===== config.mk =====
export PLATFORM = sky130hd
export DESIGN_NAME = multi_player_tracker
export DESIGN_NICKNAME = d
export VERILOG_FILES = /design/src/rtl/player_pkg.sv /design/src/rtl/player_mover.sv /design/src/rtl/multi_player_tracker.sv
export SDC_FILE = /design/constraint.sdc
export NUM_CORES = 1
export LEC_CHECK = 0
export BUFFER_PORTS_ARGS = -buffer_cell sky130_fd_sc_hd__buf_2
export CAP_MARGIN = 5
export CORE_MARGIN = 2
export CORE_UTILIZATION = 36
export DETAILED_ROUTE_END_ITERATION = 8
export PLACE_DENSITY_LB_ADDON = 0.08
export SLEW_MARGIN = 20
export SYNTH_ARGS = -nofsm -noshare
export SYNTH_HDL_FRONTEND = slang
export SYNTH_SLANG_ARGS = --single-unit

===== constraint.sdc =====
create_clock -name Clock -period 5.5 [get_ports Clock]
set_input_delay 1.1 -clock Clock [delete_from_list [all_inputs] [get_ports Clock]]
set_output_delay 1.1 -clock Clock [all_outputs]
set_load 0.005 [all_outputs]

===== src/rtl/player_pkg.sv =====
`default_nettype none
// ============================================================================
// Module      : player_pkg
// Description : Shared types and constants for the multi-player position path.
// Revision    : 1.0 - initial release
// ============================================================================
package player_pkg;

    localparam int NUM_SRC = 3;

    typedef struct packed {
        logic up;
        logic down;
        logic left;
        logic right;
    } dir_t;

    localparam int c_dir_w = $bits(dir_t);

    typedef enum logic [1:0] {
        SRC_SNES = 2'd0,
        SRC_IR   = 2'd1,
        SRC_PS2  = 2'd2,
        SRC_NONE = 2'd3
    } src_e;

endpackage
`default_nettype wire


===== src/rtl/player_mover.sv =====
`default_nettype none
// ============================================================================
// Module      : player_mover
// Description : One player: source select, direction latch, and X/Y stepping
//               with clamp or wrap at the screen edges.
// Revision    : 1.0 - initial release
// ============================================================================
module player_mover
    import player_pkg::*;
#(
    parameter int X_WIDTH = 10,
    parameter int Y_WIDTH = 9,
    parameter int X_MAX   = 639,
    parameter int Y_MAX   = 479,
    parameter int STEP    = 1,
    parameter int WRAP    = 0,
    parameter int X_INIT  = 0,
    parameter int Y_INIT  = 0
) (
    input  logic                         clk,
    input  logic                         rst_n,
    input  logic [1:0]                   i_choice,
    input  logic [NUM_SRC*c_dir_w-1:0]   i_src_dir,
    input  logic [NUM_SRC-1:0]           i_src_readable,
    input  logic                         i_move,
    output logic [X_WIDTH-1:0]           o_x,
    output logic [Y_WIDTH-1:0]           o_y,
    output logic                         o_moved
);

    localparam logic [X_WIDTH-1:0] c_x_init    = X_WIDTH'(X_INIT);
    localparam logic [Y_WIDTH-1:0] c_y_init    = Y_WIDTH'(Y_INIT);
    localparam logic [X_WIDTH:0]   c_x_step    = (X_WIDTH+1)'(STEP);
    localparam logic [Y_WIDTH:0]   c_y_step    = (Y_WIDTH+1)'(STEP);
    localparam logic [X_WIDTH:0]   c_x_max     = (X_WIDTH+1)'(X_MAX);
    localparam logic [Y_WIDTH:0]   c_y_max     = (Y_WIDTH+1)'(Y_MAX);
    localparam logic [X_WIDTH:0]   c_x_wrap_dn = (X_WIDTH+1)'(X_MAX + 1 - STEP);
    localparam logic [Y_WIDTH:0]   c_y_wrap_dn = (Y_WIDTH+1)'(Y_MAX + 1 - STEP);
    localparam logic [X_WIDTH:0]   c_x_span    = (X_WIDTH+1)'(X_MAX + 1);
    localparam logic [Y_WIDTH:0]   c_y_span    = (Y_WIDTH+1)'(Y_MAX + 1);

    src_e               w_sel;
    src_e               r_choice;
    dir_t               r_dir;
    dir_t               w_sel_dir;
    logic               w_sel_rdy;
    logic [X_WIDTH-1:0] r_x;
    logic [Y_WIDTH-1:0] r_y;
    logic               r_moved;

    logic [X_WIDTH:0]   w_x_ext, w_x_dec, w_x_inc, w_x_wrap_dn, w_x_wrap_up;
    logic [Y_WIDTH:0]   w_y_ext, w_y_dec, w_y_inc, w_y_wrap_dn, w_y_wrap_up;
    logic [X_WIDTH-1:0] w_x_next;
    logic [Y_WIDTH-1:0] w_y_next;

    assign w_sel = src_e'(i_choice);

    // SRC_NONE matches no source index, so it yields a zero direction and no strobe
    always_comb begin
        w_sel_dir = '0;
        w_sel_rdy = 1'b0;
        for (int s = 0; s < NUM_SRC; s++) begin
            if (i_choice == 2'(s)) begin
                w_sel_dir = dir_t'(i_src_dir[s*c_dir_w +: c_dir_w]);
                w_sel_rdy = i_src_readable[s];
            end
        end
    end

    // The extra top bit flags a borrow on decrement; increment overflow is a compare
    assign w_x_ext     = {1'b0, r_x};
    assign w_x_dec     = w_x_ext - c_x_step;
    assign w_x_inc     = w_x_ext + c_x_step;
    assign w_x_wrap_dn = w_x_ext + c_x_wrap_dn;
    assign w_x_wrap_up = w_x_inc - c_x_span;

    assign w_y_ext     = {1'b0, r_y};
    assign w_y_dec     = w_y_ext - c_y_step;
    assign w_y_inc     = w_y_ext + c_y_step;
    assign w_y_wrap_dn = w_y_ext + c_y_wrap_dn;
    assign w_y_wrap_up = w_y_inc - c_y_span;

    always_comb begin
        w_x_next = r_x;
        if (r_dir.left && !r_dir.right) begin
            if (w_x_dec[X_WIDTH]) begin
                if (WRAP != 0) w_x_next = w_x_wrap_dn[X_WIDTH-1:0];
                else           w_x_next = '0;
            end else begin
                w_x_next = w_x_dec[X_WIDTH-1:0];
            end
        end else if (r_dir.right && !r_dir.left) begin
            if (w_x_inc > c_x_max) begin
                if (WRAP != 0) w_x_next = w_x_wrap_up[X_WIDTH-1:0];
                else           w_x_next = c_x_max[X_WIDTH-1:0];
            end else begin
                w_x_next = w_x_inc[X_WIDTH-1:0];
            end
        end
    end

    always_comb begin
        w_y_next = r_y;
        if (r_dir.up && !r_dir.down) begin
            if (w_y_dec[Y_WIDTH]) begin
                if (WRAP != 0) w_y_next = w_y_wrap_dn[Y_WIDTH-1:0];
                else           w_y_next = '0;
            end else begin
                w_y_next = w_y_dec[Y_WIDTH-1:0];
            end
        end else if (r_dir.down && !r_dir.up) begin
            if (w_y_inc > c_y_max) begin
                if (WRAP != 0) w_y_next = w_y_wrap_up[Y_WIDTH-1:0];
                else           w_y_next = c_y_max[Y_WIDTH-1:0];
            end else begin
                w_y_next = w_y_inc[Y_WIDTH-1:0];
            end
        end
    end

    always_ff @(posedge clk) begin
        if (!rst_n) begin
            // Capturing the live select avoids a spurious change-clear after reset
            r_choice <= w_sel;
            r_dir    <= '0;
            r_x      <= c_x_init;
            r_y      <= c_y_init;
            r_moved  <= 1'b0;
        end else begin
            r_choice <= w_sel;
            if (w_sel != r_choice || w_sel == SRC_NONE) begin
                r_dir <= '0;
            end else if (w_sel_rdy) begin
                r_dir <= w_sel_dir;
            end
            r_moved <= 1'b0;
            if (i_move) begin
                r_x     <= w_x_next;
                r_y     <= w_y_next;
                r_moved <= (w_x_next != r_x) || (w_y_next != r_y);
            end
        end
    end

    assign o_x     = r_x;
    assign o_y     = r_y;
    assign o_moved = r_moved;

endmodule
`default_nettype wire


===== src/rtl/multi_player_tracker.sv =====
`default_nettype none
// ============================================================================
// Module      : multi_player_tracker
// Description : Frame-tick divider plus one position mover per player.
// Revision    : 1.0 - initial release
// ============================================================================
module multi_player_tracker
    import player_pkg::*;
#(
    parameter int NUM_PLAYERS = 2,
    parameter int X_WIDTH     = 10,
    parameter int Y_WIDTH     = 9,
    parameter int X_MAX       = 639,
    parameter int Y_MAX       = 479,
    parameter int STEP        = 1,
    parameter int TICK_DIV    = 833333,
    parameter int WRAP        = 0
) (
    input  logic                                   Clock,
    input  logic                                   Reset_n,
    input  logic [2*NUM_PLAYERS-1:0]               Choice,
    input  logic [NUM_PLAYERS*NUM_SRC*c_dir_w-1:0] SrcDir,
    input  logic [NUM_PLAYERS*NUM_SRC-1:0]         SrcReadable,
    input  logic                                   Freeze,
    output logic [NUM_PLAYERS*X_WIDTH-1:0]         X,
    output logic [NUM_PLAYERS*Y_WIDTH-1:0]         Y,
    output logic [NUM_PLAYERS-1:0]                 Moved,
    output logic                                   Tick
);

    localparam int                 c_cnt_w    = (TICK_DIV > 2) ? $clog2(TICK_DIV) : 1;
    localparam logic [c_cnt_w-1:0] c_cnt_last = c_cnt_w'(TICK_DIV - 1);

    logic [c_cnt_w-1:0] r_cnt;
    logic [c_cnt_w-1:0] w_cnt_next;
    logic               r_tick;
    logic               w_move;

    assign w_cnt_next = (r_cnt == c_cnt_last) ? '0 : r_cnt + c_cnt_w'(1);

    // Tick is registered against the next count so it lines up with count == last
    always_ff @(posedge Clock) begin
        if (!Reset_n) begin
            r_cnt  <= '0;
            r_tick <= 1'b0;
        end else begin
            r_cnt  <= w_cnt_next;
            r_tick <= (w_cnt_next == c_cnt_last);
        end
    end

    assign Tick   = r_tick;
    assign w_move = r_tick & ~Freeze;

    for (genvar p = 0; p < NUM_PLAYERS; p++) begin : g_player
        localparam int c_x_init = (p + 1) * X_MAX / (NUM_PLAYERS + 1);
        localparam int c_y_init = Y_MAX / 2;

        player_mover #(
            .X_WIDTH (X_WIDTH),
            .Y_WIDTH (Y_WIDTH),
            .X_MAX   (X_MAX),
            .Y_MAX   (Y_MAX),
            .STEP    (STEP),
            .WRAP    (WRAP),
            .X_INIT  (c_x_init),
            .Y_INIT  (c_y_init)
        ) u_mover (
            .clk            (Clock),
            .rst_n          (Reset_n),
            .i_choice       (Choice[2*p +: 2]),
            .i_src_dir      (SrcDir[p*NUM_SRC*c_dir_w +: NUM_SRC*c_dir_w]),
            .i_src_readable (SrcReadable[p*NUM_SRC +: NUM_SRC]),
            .i_move         (w_move),
            .o_x            (X[p*X_WIDTH +: X_WIDTH]),
            .o_y            (Y[p*Y_WIDTH +: Y_WIDTH]),
            .o_moved        (Moved[p])
        );
    end

endmodule
`default_nettype wire


# After elaboration in Yosys (flattened, before gate mapping)
# Index checks and enable logic that the tools add are counted.
dict set report classes {
  n_addsub 9
  n_lt_le_gt_ge 4
  eq_ne 14
  n_mux 29
  n_bitwise 3
  reduce_logical 25
}
# cell n
set ops {}
lappend ops {{10-bit two-way mux} 8}
lappend ops {{9-bit two-way mux} 8}
lappend ops {{20-bit == test (second input constant)} 2}
lappend ops {{4-bit two-way mux} 6}
lappend ops {{10-bit by 1-bit adder with 11-bit output (second input constant)} 2}
lappend ops {{11-bit by 10-bit greater-than comparator with 1-bit output (second input constant)} 2}
lappend ops {{10-bit by 1-bit subtractor with 11-bit output (second input constant)} 2}
lappend ops {{20-bit by 1-bit adder with 20-bit output (second input constant)} 1}
lappend ops {{9-bit by 1-bit adder with 10-bit output (second input constant)} 2}
lappend ops {{10-bit by 9-bit greater-than comparator with 1-bit output (second input constant)} 2}
lappend ops {{20-bit two-way mux} 1}
lappend ops {{10-bit != test} 2}
lappend ops {{9-bit by 1-bit subtractor with 10-bit output (second input constant)} 2}
lappend ops {{9-bit != test} 2}
lappend ops {{2-bit == test (second input constant)} 4}
lappend ops {{1-bit logical AND} 8}
lappend ops {{1-bit zero test} 8}
lappend ops {{1-bit two-way mux} 6}
lappend ops {{2-bit by 1-bit == test with 1-bit output (second input constant)} 2}
lappend ops {{2-bit zero test} 2}
lappend ops {{1-bit logical OR} 4}
lappend ops {{2-bit != test} 2}
lappend ops {{2-bit OR reduction} 2}
lappend ops {{1-bit NOT} 2}
lappend ops {{2 further kinds} 2}
dict set report totals {
  register_bits 73
  inputBits 37
  out_inout_bits 41
  elab_cells 102
}

# Depth between registers and ports, before layout
dict set report depth {
  ltp_word 7
  depth_mapped 11
  mapped_depth_nobuf 9
}

# Hierarchy
# From an unflattened synthesis, not the netlist that was laid out.
dict set report unflattened {
  cells_unflattened 937
  area_unflattened_um2 6717.7
}
# mod n_inst cells_per_inst area_per_inst_um2 seq_area_each_um2
set by_module_without_submodules {}
lappend by_module_without_submodules {{player_mover (g_player[0].u_mover)} 1 434 2934.1 520.5}
lappend by_module_without_submodules {{player_mover (g_player[1].u_mover)} 1 379 2680.1 520.5}
lappend by_module_without_submodules {multi_player_tracker 1 124 1103.6 420.4}

# Worst setup path before layout
# Ideal clock, no wire load.
dict set report synth_path {
  kind {flip-flop to flip-flop}
  start {reg g_player[1].u_mover.r_x[0]}
  end {reg g_player[1].u_mover.r_moved}
  setup_time_ps 129
  arrival_time_ps 2282
  required_ps 5371
  setup_slack_ps 3089
  path_stages_with_launch 11
  n_path_buf 1
  synth_period_minus_slack_ps 2411
  cell_sequence {dfxtp_1 clkbuf_1 inv_1 ha_1 or3b_1 nor3_1 nor2_1 o21ai_0 nand3_1 nor4_1 a31oi_1}
}
dict set report synth_between {
  elab_chain_cells 7
  word_cells_on_any_way 9
  classes_between {2 x add/sub; 1 x order compare; 1 x eq/ne; 4 x mux; 1 x reduce/logical}
}
# element line
set synth_rtl {}
lappend synth_rtl {{start: declaration} player_mover.sv:47} ;# logic [X_WIDTH-1:0] r_x;
lappend synth_rtl {{start signal: assignment} player_mover.sv:126} ;# r_x <= c_x_init;
lappend synth_rtl {{start signal: assignment} player_mover.sv:138} ;# r_x <= w_x_next;
lappend synth_rtl {{10-bit by 1-bit adder with 11-bit output} player_mover.sv:73} ;# assign w_x_inc = w_x_ext + c_x_step;
lappend synth_rtl {{11-bit by 10-bit greater-than comparator with 1-bit output} player_mover.sv:93} ;# if (w_x_inc > c_x_max) begin
lappend synth_rtl {{10-bit two-way mux} player_mover.sv:93}
lappend synth_rtl {{10-bit two-way mux} player_mover.sv:92} ;# end else if (r_dir.right && !r_dir.left) begin
lappend synth_rtl {{10-bit two-way mux} player_mover.sv:85} ;# if (r_dir.left && !r_dir.right) begin
lappend synth_rtl {{10-bit != test *} player_mover.sv:140} ;# r_moved <= (w_x_next != r_x) || (w_y_next != r_y);
lappend synth_rtl {{1-bit logical OR *} player_mover.sv:140}
lappend synth_rtl {{end signal: assignment} player_mover.sv:140}
lappend synth_rtl {{end: declaration} player_mover.sv:49} ;# logic r_moved;
# Every way passes the cells marked *; elsewhere a longest branch is shown, timed or not.
# A chain may end at the register's enable or synchronous reset.

# Worst setup path after layout
# Same ends and word-level chain as after synthesis.

==> summary by stage <==
Outcome
The run finished with clean final reports.

Setup path
The required time of the worst setup path is between 5 and 6 ns. In this run the worst path has a maximum fanout of 13. The cell family contributing the most delay on the critical path is simple AND/OR/NAND/NOR gates. Measured in cells, the most critical reg-to-reg path has a length of 9.

The number of buffers and inverters on the critical path is 1. The reg-to-reg startpoint is g_player[1].u_mover.o_x[0]$_SDFFE_PN0P_. The largest single stage delay on the critical path is approximately 0.48 ns.

The signal on the critical path passes through inv_1 -> ha_1 -> or3b_1 -> nor3_1 -> nor2_1 -> o21ai_0 -> nand3_1 -> nor4_1 -> a31oi_1. In this run the critical register-to-register path is captured at g_player[1].u_mover.o_moved$_SDFF_PN0_. The critical path in this run is classified as reg -> reg.

Data on the critical path arrives at its endpoint at around 3.4 ns. The worst register-to-register path has a setup slack of about 2.3 ns. The slowest stage of the critical path belongs to the cell sky130_fd_sc_hd__or3b_1. The kind of capture point of the worst setup path is a flip-flop. STA classifies the critical path startpoint as a flip-flop.

Final layout
In the layout the commonest cells are sky130_fd_sc_hd__nor2_1, sky130_fd_sc_hd__buf_2, sky130_fd_sc_hd__nand2_1, sky130_fd_sc_hd__dfxtp_1, sky130_fd_sc_hd__o21ai_0. The post-synthesis to final-layout area growth is 10.8%. At the end of the flow, the number of nets in the layout was 950. The diode insertion count for antenna repair is 0. Leaving out fill and tap cells, the most frequent cell in the layout is sky130_fd_sc_hd__nor2_1.

Of the cells placed in the final design, the portion with a size suffix greater than 1 is 0.126. The final design instance area without fill is a little under 7000 um2.

Floorplanning
For this configuration, the core starts out at a cell density of 0.371. The die extent in x is roughly 140 um. The number of placed I/O pins is ~80. The area of the die is ~18000 um2.

The standard-cell row count is 47. The standard cell core area is 16700 um2. From bottom edge to top edge, the die measures about 140 um.

Power and ir drop
The analysis attributes to net switching a power of 310 uW. Of the total power, the clock network draws 0.491. The share of total power dissipated in combinational logic is 0.065.

For this design the ratio of total power to cell area is between 150 and 200 nW/um2. The leakage power is between 2 and 3 nW. The maximum resistive drop on vdd is approximately 0.15 mV. The design draws 1.23 mW.

The sequential cell fraction of total power is 0.445. Of the total power, the share spent switching nets is 0.252. The internal power of the cells is slightly above 900 uW.

Logic synthesis
The proportion of synthesized flip-flops having asynchronous set or reset is 0. Each instance of the synthesized netlist takes up on average between 6 and 7 um2. The fraction of the mapped netlist area in adder cells is 0.0274. During synthesis, Yosys emitted a total of 0 warnings.

The net count of the mapped netlist is around 940. The most used flip-flop cell after synthesis is sky130_fd_sc_hd__dfxtp_1. Counting distinct cell types in the post-synthesis netlist gives 83. The dominant combinational cell family by area after synthesis is simple AND/OR/NAND/NOR gates. The number of synthesized flops with an enable pin is 0.

Of the total synthesized cell area, the portion taken by XOR and XNOR cells is 0.0424. The area fraction in compound gates after synthesis is 0.301. The mux cell area share after synthesis is 0.0196. The post-synthesis simple-gate area fraction is 0.305.

The number of register bits inferred by synthesis is 73. Synthesis produced around 890 cells. For this run, the register share of the synthesized area comes to 0.236. The netlist area before placement is ~6200 um2.

Drt
In the routed design, unresolved DRC markers number 0. The via count of the routed design is ~7000. The final antenna-violating net count is 0. For this block, the routed nets add up to between 15000 and 20000 um of wire. In the final routed layout, each cell accounts on average for between 15 and 20 um. The via count normalized by instance count is just over 6.

The first detailed-routing pass took 5 iterations. For this block, the initial DRC count from the detailed router was between 600 and 700.

Clocking
The CTS tree is built. The number of buffers inserted during clock tree synthesis is 9. Clock-pin slew was measured on the worst setup and hold paths at 0.06 ns.

The cell sitting at the root of the clock tree is a sky130_fd_sc_hd__clkbuf_16. The post-CTS setup buffer count is 0. After clock tree synthesis, the flow added hold-fix buffers numbering 0.

The H-tree generated during clock tree synthesis spans 3 levels. The number of clock sinks is 73. The number of gates resized after CTS was 0. For the worst-skew pair, the clock arrives at the later sink with an insertion delay of 0.35 ns. No sink is reached through more buffers than the 2 on the longest clock path.

GRT
The via count of the first global-routing pass is about 6100. The initial antenna violation count was 0. The global-route wire length before repair is 31500 um. Across every metal layer, demand over resource in global routing totals 0.209. Entering global routing, the biggest net connects 52 pins. The remaining global-route overflow is 0.

Min path
In this run the worst hold path is classified as reg -> reg. The hold path startpoint is r_cnt[0]$_SDFF_PN0_. The path with the worst hold slack has its endpoint at r_cnt[0]$_SDFF_PN0_. Along the worst hold path, the cell count comes to 1.

Flow run
The count of maximum capacitance violations is 0.

Placement
The congestion estimate from routability-driven global placement came to between 0.9 and 1. The total cell area at the placement stage is roughly 6600 um2. The port buffer count is between 70 and 80. The wire-length estimate of the detail-placed layout is 13400 um.

STA
The shortest clock period the worst path allows after layout is about 3.2 ns. The hold violation count in the final report is 0. The count of final max-slew check failures is 0.

Setup total negative slack on the finished layout was measured at 0 ns. The final worst clock skew is 0.00580 ns. The worst-margin pin slew is 0.996 ns. Setup repair after global routing left no endpoint under its margin. For this run, the top clock speed supported by timing is between 300 and 400 MHz. Setup violations remaining at the end of the flow were counted as 0.

The worst pin sits at a relative slew slack of 0.333. The post-route clock period utilization is 0.582.
==> through the flow <==
stage,util,instances,hold slack [ns],setup slack (ns)
floorplan,-,888,0.453,3.09
global placement,0.393,1110,0.487,2.36
detailed placement,0.393,1110,0.492,2.36
CTS,0.411,1126,0.507,2.32
global route,0.411,1126,0.529,2.05
finish,0.411,1126,0.499,2.30
==> metal layers <==
layer | vias up | track usage | wire length, um
met5 | - | 0 | 0
met4 | 0 | 0.0793 | 378
met3 | 31 | 0.0303 | 1140
met2 | 263 | 0.329 | 8590
met1 | 3191 | 0.290 | 9140
li1 | 3343 | - | -
==> cells by family after synthesis <==
| logic type | Yosys count |
|---|---|
| AO/OA/AOI/OAI | 286 |
| XOR/XNOR | 30 |
| flip-flops | 73 |
| multiplexers | 12 |
| buffers and inverters | 108 |
| adder cells (fa/ha/maj) | 14 |
| AND/OR/NAND/NOR | 365 |
==> registers in the layout, summed over array words and instances, names as in the netlist <==
signal / count
g_player.u_mover.o_x: 20
r_cnt: 20
g_player.u_mover.o_y: 18
g_player.u_mover.r_dir: 8
g_player.u_mover.r_choice: 4
g_player.u_mover.o_moved: 2
Tick: 1
==> power by group through the flow <==
stage,logic (mW),registers (mW),clock network (mW)
final,0.0795,0.548,0.604
after global routing,0.0896,0.549,0.646
after CTS,0.0798,0.547,0.621
after detailed placement,0.0794,0.559,0
after global placement,0.0780,0.559,0
after floorplan,0.0590,0.550,0
==> final cells by class <==
type                            instances  area (um2)
Multi-Input combinational cell        707        4320
Clock buffer                           10         229
Tap cell                              220         275
Fill cell                            1742        9830
Clock inverter                          6        67.6
Inverter                               31         116
Timing Repair Buffer                   79         400
Sequential cell                        73        1460
==> how the worst max path moves through the flow <==
stage,from,endpoint,slack [ns],cells after the start
after floorplan,g_player[1].u_mover.o_x[0]$_SDFFE_PN0P_,g_player[1].u_mover.o_moved$_SDFF_PN0_,3.09,10
after global placement,g_player[1].u_mover.o_x[0]$_SDFFE_PN0P_,g_player[1].u_mover.o_moved$_SDFF_PN0_,2.36,9
after detailed placement,g_player[1].u_mover.o_x[0]$_SDFFE_PN0P_,g_player[1].u_mover.o_moved$_SDFF_PN0_,2.36,9
after CTS,g_player[1].u_mover.o_x[0]$_SDFFE_PN0P_,g_player[1].u_mover.o_moved$_SDFF_PN0_,2.32,9
after global routing,g_player[1].u_mover.o_x[0]$_SDFFE_PN0P_,g_player[1].u_mover.o_moved$_SDFF_PN0_,2.05,9
final,g_player[1].u_mover.o_x[0]$_SDFFE_PN0P_,g_player[1].u_mover.o_moved$_SDFF_PN0_,2.30,9
==> cell usage after synthesis (11+ instances only) <==
library cell                n  area (um2)
sky130_fd_sc_hd__ha_1      12         150
sky130_fd_sc_hd__a31oi_1   30         188
sky130_fd_sc_hd__nor2_1    96         360
sky130_fd_sc_hd__o211ai_1  14         105
sky130_fd_sc_hd__nand3_1   38         190
sky130_fd_sc_hd__nand2b_1  17         106
sky130_fd_sc_hd__nand4_1   13        81.3
sky130_fd_sc_hd__nand2_1   75         282
sky130_fd_sc_hd__xnor2_1   14         123
sky130_fd_sc_hd__dfxtp_1   73        1460
sky130_fd_sc_hd__nor4_1    12        75.1
sky130_fd_sc_hd__a211oi_1  16         120
sky130_fd_sc_hd__clkbuf_1  60         225
sky130_fd_sc_hd__nor2b_1   15        93.8
sky130_fd_sc_hd__a21oi_1   66         330
sky130_fd_sc_hd__and3_1    23         144
sky130_fd_sc_hd__xor2_1    16         140
sky130_fd_sc_hd__mux2i_1   11         110
sky130_fd_sc_hd__o21ai_0   68         340
sky130_fd_sc_hd__nor3_1    26         130
sky130_fd_sc_hd__inv_1     28         105
No activity file was read; power rests on OpenSTA's default activity.
